[config.mk]
export PLATFORM = sky130hd
export DESIGN_NAME = vga_timing_gen
export DESIGN_NICKNAME = d
export VERILOG_FILES = /design/src/rtl/vga_timing_gen.sv
export SDC_FILE = /design/constraint.sdc
export NUM_CORES = 1
export LEC_CHECK = 0
export CAP_MARGIN = 20
export CORE_ASPECT_RATIO = 1.2
export CORE_MARGIN = 3
export CORE_UTILIZATION = 51
export DETAILED_ROUTE_END_ITERATION = 10
export HOLD_SLACK_MARGIN = 0.12
export PLACE_DENSITY = 0.81
export REMOVE_ABC_BUFFERS = 1
export SLEW_MARGIN = 10
export SYNTH_ARGS = -nofsm -noshare
export SYNTH_HDL_FRONTEND = slang
export SYNTH_SLANG_ARGS = --single-unit
[constraint.sdc]
create_clock -name clk -period 3.6 [get_ports clk]
set_clock_uncertainty 0.05 [all_clocks]
set_input_delay 0.72 -clock clk [delete_from_list [all_inputs] [get_ports clk]]
set_output_delay 0.72 -clock clk [all_outputs]
set_load 0.1 [all_outputs]
[src/rtl/vga_timing_gen.sv]
// vga_timing_gen: 640x480@60 Hz raster timing with a clock-enable pixel rate.
// Optional frame counter: define VGA_TIMING_FRAME_CNT_EN to enable frame_cnt.
module vga_timing_gen #(
    parameter int CLK_DIV = 2,
    parameter int HPIXELS = 800,
    parameter int VLINES  = 521,
    parameter int HSP     = 128,
    parameter int VSP     = 2,
    parameter int HBP     = 144,
    parameter int HFP     = 784,
    parameter int VBP     = 31,
    parameter int VFP     = 511
) (
    input  logic       clk,
    input  logic       clr,
    output logic       pix_en,
    output logic [9:0] hc,
    output logic [9:0] vc,
    output logic       hsync,
    output logic       vsync,
    output logic       vidon,
    output logic       frame_start,
    output logic [7:0] frame_cnt
);

    localparam logic [3:0]  DIV_MAX = 4'(CLK_DIV - 1);
    localparam logic [9:0]  H_LAST  = 10'(HPIXELS - 1);
    localparam logic [9:0]  V_LAST  = 10'(VLINES - 1);
    // 11-bit bounds so a bound of 1024 still compares correctly
    localparam logic [10:0] HSP_W   = 11'(HSP);
    localparam logic [10:0] VSP_W   = 11'(VSP);
    localparam logic [10:0] HBP_W   = 11'(HBP);
    localparam logic [10:0] HFP_W   = 11'(HFP);
    localparam logic [10:0] VBP_W   = 11'(VBP);
    localparam logic [10:0] VFP_W   = 11'(VFP);

    logic [3:0] div_q, div_d;
    logic       pix_en_q, pix_en_d;
    logic [9:0] hc_q, hc_d;
    logic [9:0] vc_q, vc_d;
    logic       fs_q, fs_d;
    logic [10:0] hc_x, vc_x;

    // Next-state: divider, raster counters and frame wrap pulse; clr wins
    always_comb begin
        div_d    = (div_q == DIV_MAX) ? 4'd0 : div_q + 4'd1;
        pix_en_d = (div_q == DIV_MAX);
        hc_d     = hc_q;
        vc_d     = vc_q;
        fs_d     = 1'b0;
        if (pix_en_q) begin
            if (hc_q == H_LAST) begin
                hc_d = 10'd0;
                if (vc_q == V_LAST) begin
                    vc_d = 10'd0;
                    fs_d = 1'b1;
                end else begin
                    vc_d = vc_q + 10'd1;
                end
            end else begin
                hc_d = hc_q + 10'd1;
            end
        end
        if (clr) begin
            div_d    = 4'd0;
            pix_en_d = 1'b0;
            hc_d     = 10'd0;
            vc_d     = 10'd0;
            fs_d     = 1'b0;
        end
    end

    // State registers; reset is folded into the _d logic above
    always_ff @(posedge clk) begin
        div_q    <= div_d;
        pix_en_q <= pix_en_d;
        hc_q     <= hc_d;
        vc_q     <= vc_d;
        fs_q     <= fs_d;
    end

`ifdef VGA_TIMING_FRAME_CNT_EN
    logic [7:0] fc_q, fc_d;

    // Frame counter advances on the same edge frame_start rises
    always_comb begin
        fc_d = fs_d ? fc_q + 8'd1 : fc_q;
        if (clr) fc_d = 8'd0;
    end

    // Frame counter register
    always_ff @(posedge clk) begin
        fc_q <= fc_d;
    end

    assign frame_cnt = fc_q;
`else
    assign frame_cnt = 8'd0;
`endif

    assign hc_x = {1'b0, hc_q};
    assign vc_x = {1'b0, vc_q};

    assign pix_en      = pix_en_q;
    assign hc          = hc_q;
    assign vc          = vc_q;
    assign frame_start = fs_q;
    assign hsync       = ~(hc_x < HSP_W);
    assign vsync       = ~(vc_x < VSP_W);
    assign vidon       = (hc_x >= HBP_W) & (hc_x < HFP_W)
                       & (vc_x >= VBP_W) & (vc_x < VFP_W);

endmodule
# Yosys cells after proc, flatten, opt, wreduce, memory -nomap -nowiden
# Cells that the tools add are included.
# W data, S select, Z words.
# classes
addsub,3
n_bitwise,7
muxes,3
n_eq_ne,3
magnitude_cmp,6
n_reduce_logical,3
# ops
cell,count
$add A10 B1 Y10 const B,2
$eq A10 B10 Y1 const B,2
$mux W10,2
$ge A10 B5 Y1 const B,1
$ge A10 B8 Y1 const B,1
$lt A10 B10 Y1 const B,1
$lt A10 B2 Y1 const B,1
$lt A10 B8 Y1 const B,1
$lt A10 B9 Y1 const B,1
$add A4 B1 Y4 const B,1
$eq A4 B1 Y1 const B,1
$not A1 Y1,4
$and A1 B1 Y1,3
$reduce_or A3 Y1,1
$reduce_and A2 Y1,1
$reduce_or A2 Y1,1
$mux W1,1
# totals
word_cells,30
out_inout_bits,33
register_bits,26
input_bits,2

# Depth between registers and ports, before layout
# logic_depth
ltp_word,4
depth_mapped,6
ltp_nobuf,6

# Least setup slack after synthesis
# Ideal clock, no wire load.
# synth_timing
path_type,register to output
from,register vc_q[1] (netlist: vc[1])
to,output port vidon
slack_ns,-1.741
required_ns,2.830
stages_incl_launch_ff,5
n_path_buf,0
arrival_time_ns,4.571
path_cell_list,dfxtp_1 > ha_1 > nand4_1 > mux2i_1 > nor4_1
# synth_via
elab_chain_len,3
elab_cells_between_ends,4
cone_classes,2 x order compare; 2 x bitwise
# synth_rtl
element,line_no,rtl
start: declaration,40,"logic [9:0] vc_q, vc_d;"
start signal: assignment,78,vc_q <= vc_d;
$ge A10 B5 Y1,111,& (vc_x >= VBP_W) & (vc_x < VFP_W);
$and A1 B1 Y1,111,
$and A1 B1 Y1 *,111,
end: declaration,21,"output logic vidon,"
# Every way passes the cells marked *; elsewhere a longest branch is shown, timed or not.

# Worst setup path after layout
# layout_timing
from,register hc_q[8] (netlist: hc[8])
to,output port hsync
# layout_via
elab_chain_len,2
# layout_rtl
element,line_no,rtl
start: declaration,39,"logic [9:0] hc_q, hc_d;"
start signal: assignment,77,hc_q <= hc_d;
$lt A10 B8 Y1,108,assign hsync = ~(hc_x < HSP_W);
$not A1 Y1,108,
end: declaration,19,"output logic hsync,"
# Every way passes these cells.

==> flow_summary_export.csv <==
group,metric,value,unit
critical_path,rr_worst_depth,5,
power,p_leak,0.664,nW
critical_path,cp_data_required_time,2830,ps
yosys,yosys.area.top_type,"dfxtp_1",
die,die_x,53.0,microns
critical_path,critPathCaptureType,"output port",
yosys,yosysUniqueCellTypes,37,
yosys,synth_area_leaders,"dfxtp_1 (38%), ha_1 (5.5%), xnor2_1 (5.2%)",
yosys,ys_ff_latch,26,
power,clkPwrFrac,33.8,%
critical_path,rrSetupSlack,1410,ps
power,p_seq_share,51.2,%
detailed_routing,avgRoutedWirePerCell,14.2,microns
die,dieHeight,62.4,microns
yosys,synth-compound-area-share,6.56,%
power,netSwitchingFraction,28.9,%
sta,tightest_slew,990,ps
die,dieArea,3310,sq um
cells_and_area,stdcell_area,1610,sq um
placement,gp_congestion,0.749,
clock_tree,postCtsHoldBufs,0,
cells_and_area,diodes,0,
sta,worst_slack,739,ps
sta,slew_viol_final,0,
yosys,synth_common_cells,"dfxtp_1 (26), nor2_1 (17), buf_4 (8), nand3_1 (8), xnor2_1 (8)",
detailed_routing,drt_pass1_iterations,4,
critical_path,crit_buf_inv,1,
power,power_density,370,nW/um^2
clock_tree,clock_path_buffers,2,
clock_tree,clkSlewWorstSetupHoldPaths,150,ps
critical_path,slowest_stage,"clkdlybuf4s50_1",
yosys,synth_cells,150,
critical_path,regToRegEndpoint,"vc[8]",
cells_and_area,fillers,187,
critical_path,arrival,2090,ps
placement,io_buffers,26,
clock_tree,clock-sinks,26,
detailed_routing,finalWirelength,2.93,mm
critical_path,crit_type,"register to output port",
die,core.rowCount,19,
clock_tree,h-tree-depth,1,
critical_path,path_cells,"or3_1 > clkdlybuf4s50_1",
critical_path,r2r_start,"hc[0]",
die,start_util,56.4,%
yosys,syn_avg_cell_area,9.03,sq um
global_routing,antenna_found_initial,0,
placement,dp_slack,1130,ps
power,share_comb_of_total_power,15.0,%
sta,finalHoldViolations,0,
placement,hpwl,2.13,mm
clock_tree,cts_tree,"built",
global_routing,grtUsageTotal,19.2,%
yosys,synthMuxAreaShare,1.48,%
power,switchingPower,0.000172,W
global_routing,grt_pass1_wl,4.82,mm
critical_path,crit_end,"hsync",
yosys,synth-async-reset-ratio,0,%
die,core_area,2400,sq um
sta,max_freq,350,MHz
power,internal-power,0.000424,W
global_routing,overflow,0,
placement,placed_area,1560,sq um
status,status,"complete, no violations",
die,num_io_pins,35,
detailed_routing,vias,1149,
min_path,hold_class,"register to register",
global_routing,first_global_vias,1082,
cells_and_area,nets,184,
yosys,synth.most_common_cell,"dfxtp_1",
critical_path,path_depth,2,
yosys,yosysTopAreaCellShare,38.4,%
yosys,syn_area,1350,sq um
clock_tree,cts_resized,0,
yosys,synth_fa_ha_area_share,5.55,%
critical_path,crit_start,"hc[8]",
sta,period_needed,2860,ps
detailed_routing,detail-route-antenna-nets,0,
yosys,ys_seq_area_share,38.4,%
detailed_routing,drc,0,
clock_tree,postCtsSetupRepairBufs,0,
job,cap_violations,0,
yosys,synth_top_family_by_area,"simple AND/OR/NAND/NOR gates",
detailed_routing,vias_per_cell,5.58,
sta,slew-limit-headroom,33.8,%
yosys,synthFlopType,"dfxtp_1",
sta,rsz0062_at_grt,"no",
critical_path,crit_path_max_fanout,7,
clock_tree,clkLatencyLatePin,330,ps
critical_path,startpoint_type,"register",
yosys,synth_edf_count,0,
yosys,yosys.area_share.xor_xnor,9.70,%
power,ir_worst_vdd,0.376,mV
sta,finalCritPeriodShare,79.5,%
yosys,synthSimpleGateAreaFrac,30.0,%
sta,setup_violations,0,
clock_tree,cts_made_buffers,3,
critical_path,slowest_delay,1120,ps
clock_tree,cts-root-buf,"clkbuf_4",
yosys,ys_warn_count,0,
critical_path,cp_top_family,"buffers and inverters",
detailed_routing,dr.first_iter.drc_count,34,
cells_and_area,drive_gt1_share,16.0,%
cells_and_area,syn_to_final_growth,19.0,%
global_routing,grt_max_degree,16,
metal layers:
layer  wire, microns  vias to the layer above  GRT usage (%)
li1                -                      558              -
met1            1170                      544           21.0
met2            1530                       40           34.2
met3             174                        7           2.86
met4              66                        0           9.58
met5               0                        -              0
metrics by stage:
stage / TNS, ps / hold slack, ps / instances / total power [W] / util (%)
6_report: 0 / 487 / 206 / 0.000596 / 67.1
5_1_grt: 0 / 515 / 206 / 0.000615 / 67.1
4_1_cts: 0 / 489 / 206 / 0.000601 / 67.1
3_5_place_dp: 0 / 460 / 202 / 0.000402 / 64.9
3_3_place_gp: 0 / 423 / 202 / 0.000397 / 64.9
2_1_floorplan: -1750 / 406 / 145 / 0.000386 / -
worst register-to-register path, cell delays in order, from the launching register on:
cell and delay [ps]:
dfxtp_1 440, ha_1 210, nand4_2 280, or3_1 580, or4_1 440, a21oi_1 150
cells in the final DEF, fill, tap and decap left out, drive strengths merged, types with 2 or more instances in the layout:
| cell | n |
|---|---|
| nand3 | 8 |
| xor2 | 7 |
| nand2b | 3 |
| nor3 | 7 |
| conb | 8 |
| clkdlybuf4s50 | 12 |
| nand4 | 5 |
| ha | 6 |
| buf | 14 |
| nand2 | 5 |
| nor4 | 5 |
| o21ai | 3 |
| nor2 | 17 |
| inv | 6 |
| clkbuf | 3 |
| or3 | 6 |
| and4 | 2 |
| dfxtp | 26 |
| or4 | 4 |
| a21oi | 6 |
| or3b | 2 |
| xnor2 | 8 |
| mux2i | 2 |
state kept, by name, summed over array words and instances (netlist names):
signal	count
vc	10
div_q	4
frame_start	1
pix_en	1
hc	10
worst min-delay path by stage:
stage	start	endpoint	slack, ps	cells past startpoint
after CTS	div_q[0]	div_q[0]	490	1
after global routing	div_q[0]	div_q[0]	510	1
after floorplan	div_q[0]	div_q[0]	410	1
after global placement	div_q[0]	div_q[0]	420	1
final	div_q[3]	div_q[3]	490	2
after detailed placement	div_q[3]	div_q[3]	460	2
kinds of logic (layout without fill, tap and decap cells):
group | Yosys count | after routing
AOI/OAI and AO/OA | 13 | 13
xor gates and xnor gates | 15 | 15
adders and majority gates | 6 | 6
buffers and inverters | 18 | 36
DFF | 26 | 26
muxes | 2 | 2
other | 1 | 8
and+or+nand+nor | 69 | 69
power by group through the flow:
stage	combinational [W]	sequential [W]	clock, W
after global placement	0.0000869	0.000310	0
after detailed placement	0.0000899	0.000312	0
after global routing	0.0000946	0.000307	0.000214
after floorplan	0.0000545	0.000331	0
after CTS	0.0000899	0.000305	0.000206
final	0.0000896	0.000305	0.000202
cell type report:
type	count	area (sq um)	share of cell area, %
inverters	6	22.5	1.40
well taps	31	38.8	2.41
multi-input cells	113	752	46.7
clock inverters	1	30.0	1.86
clock buffers	3	22.5	1.40
flip-flops and latches	26	520	32.3
repair buffers	26	225	14.0
Note: power is estimated with default switching activity, not from simulation.
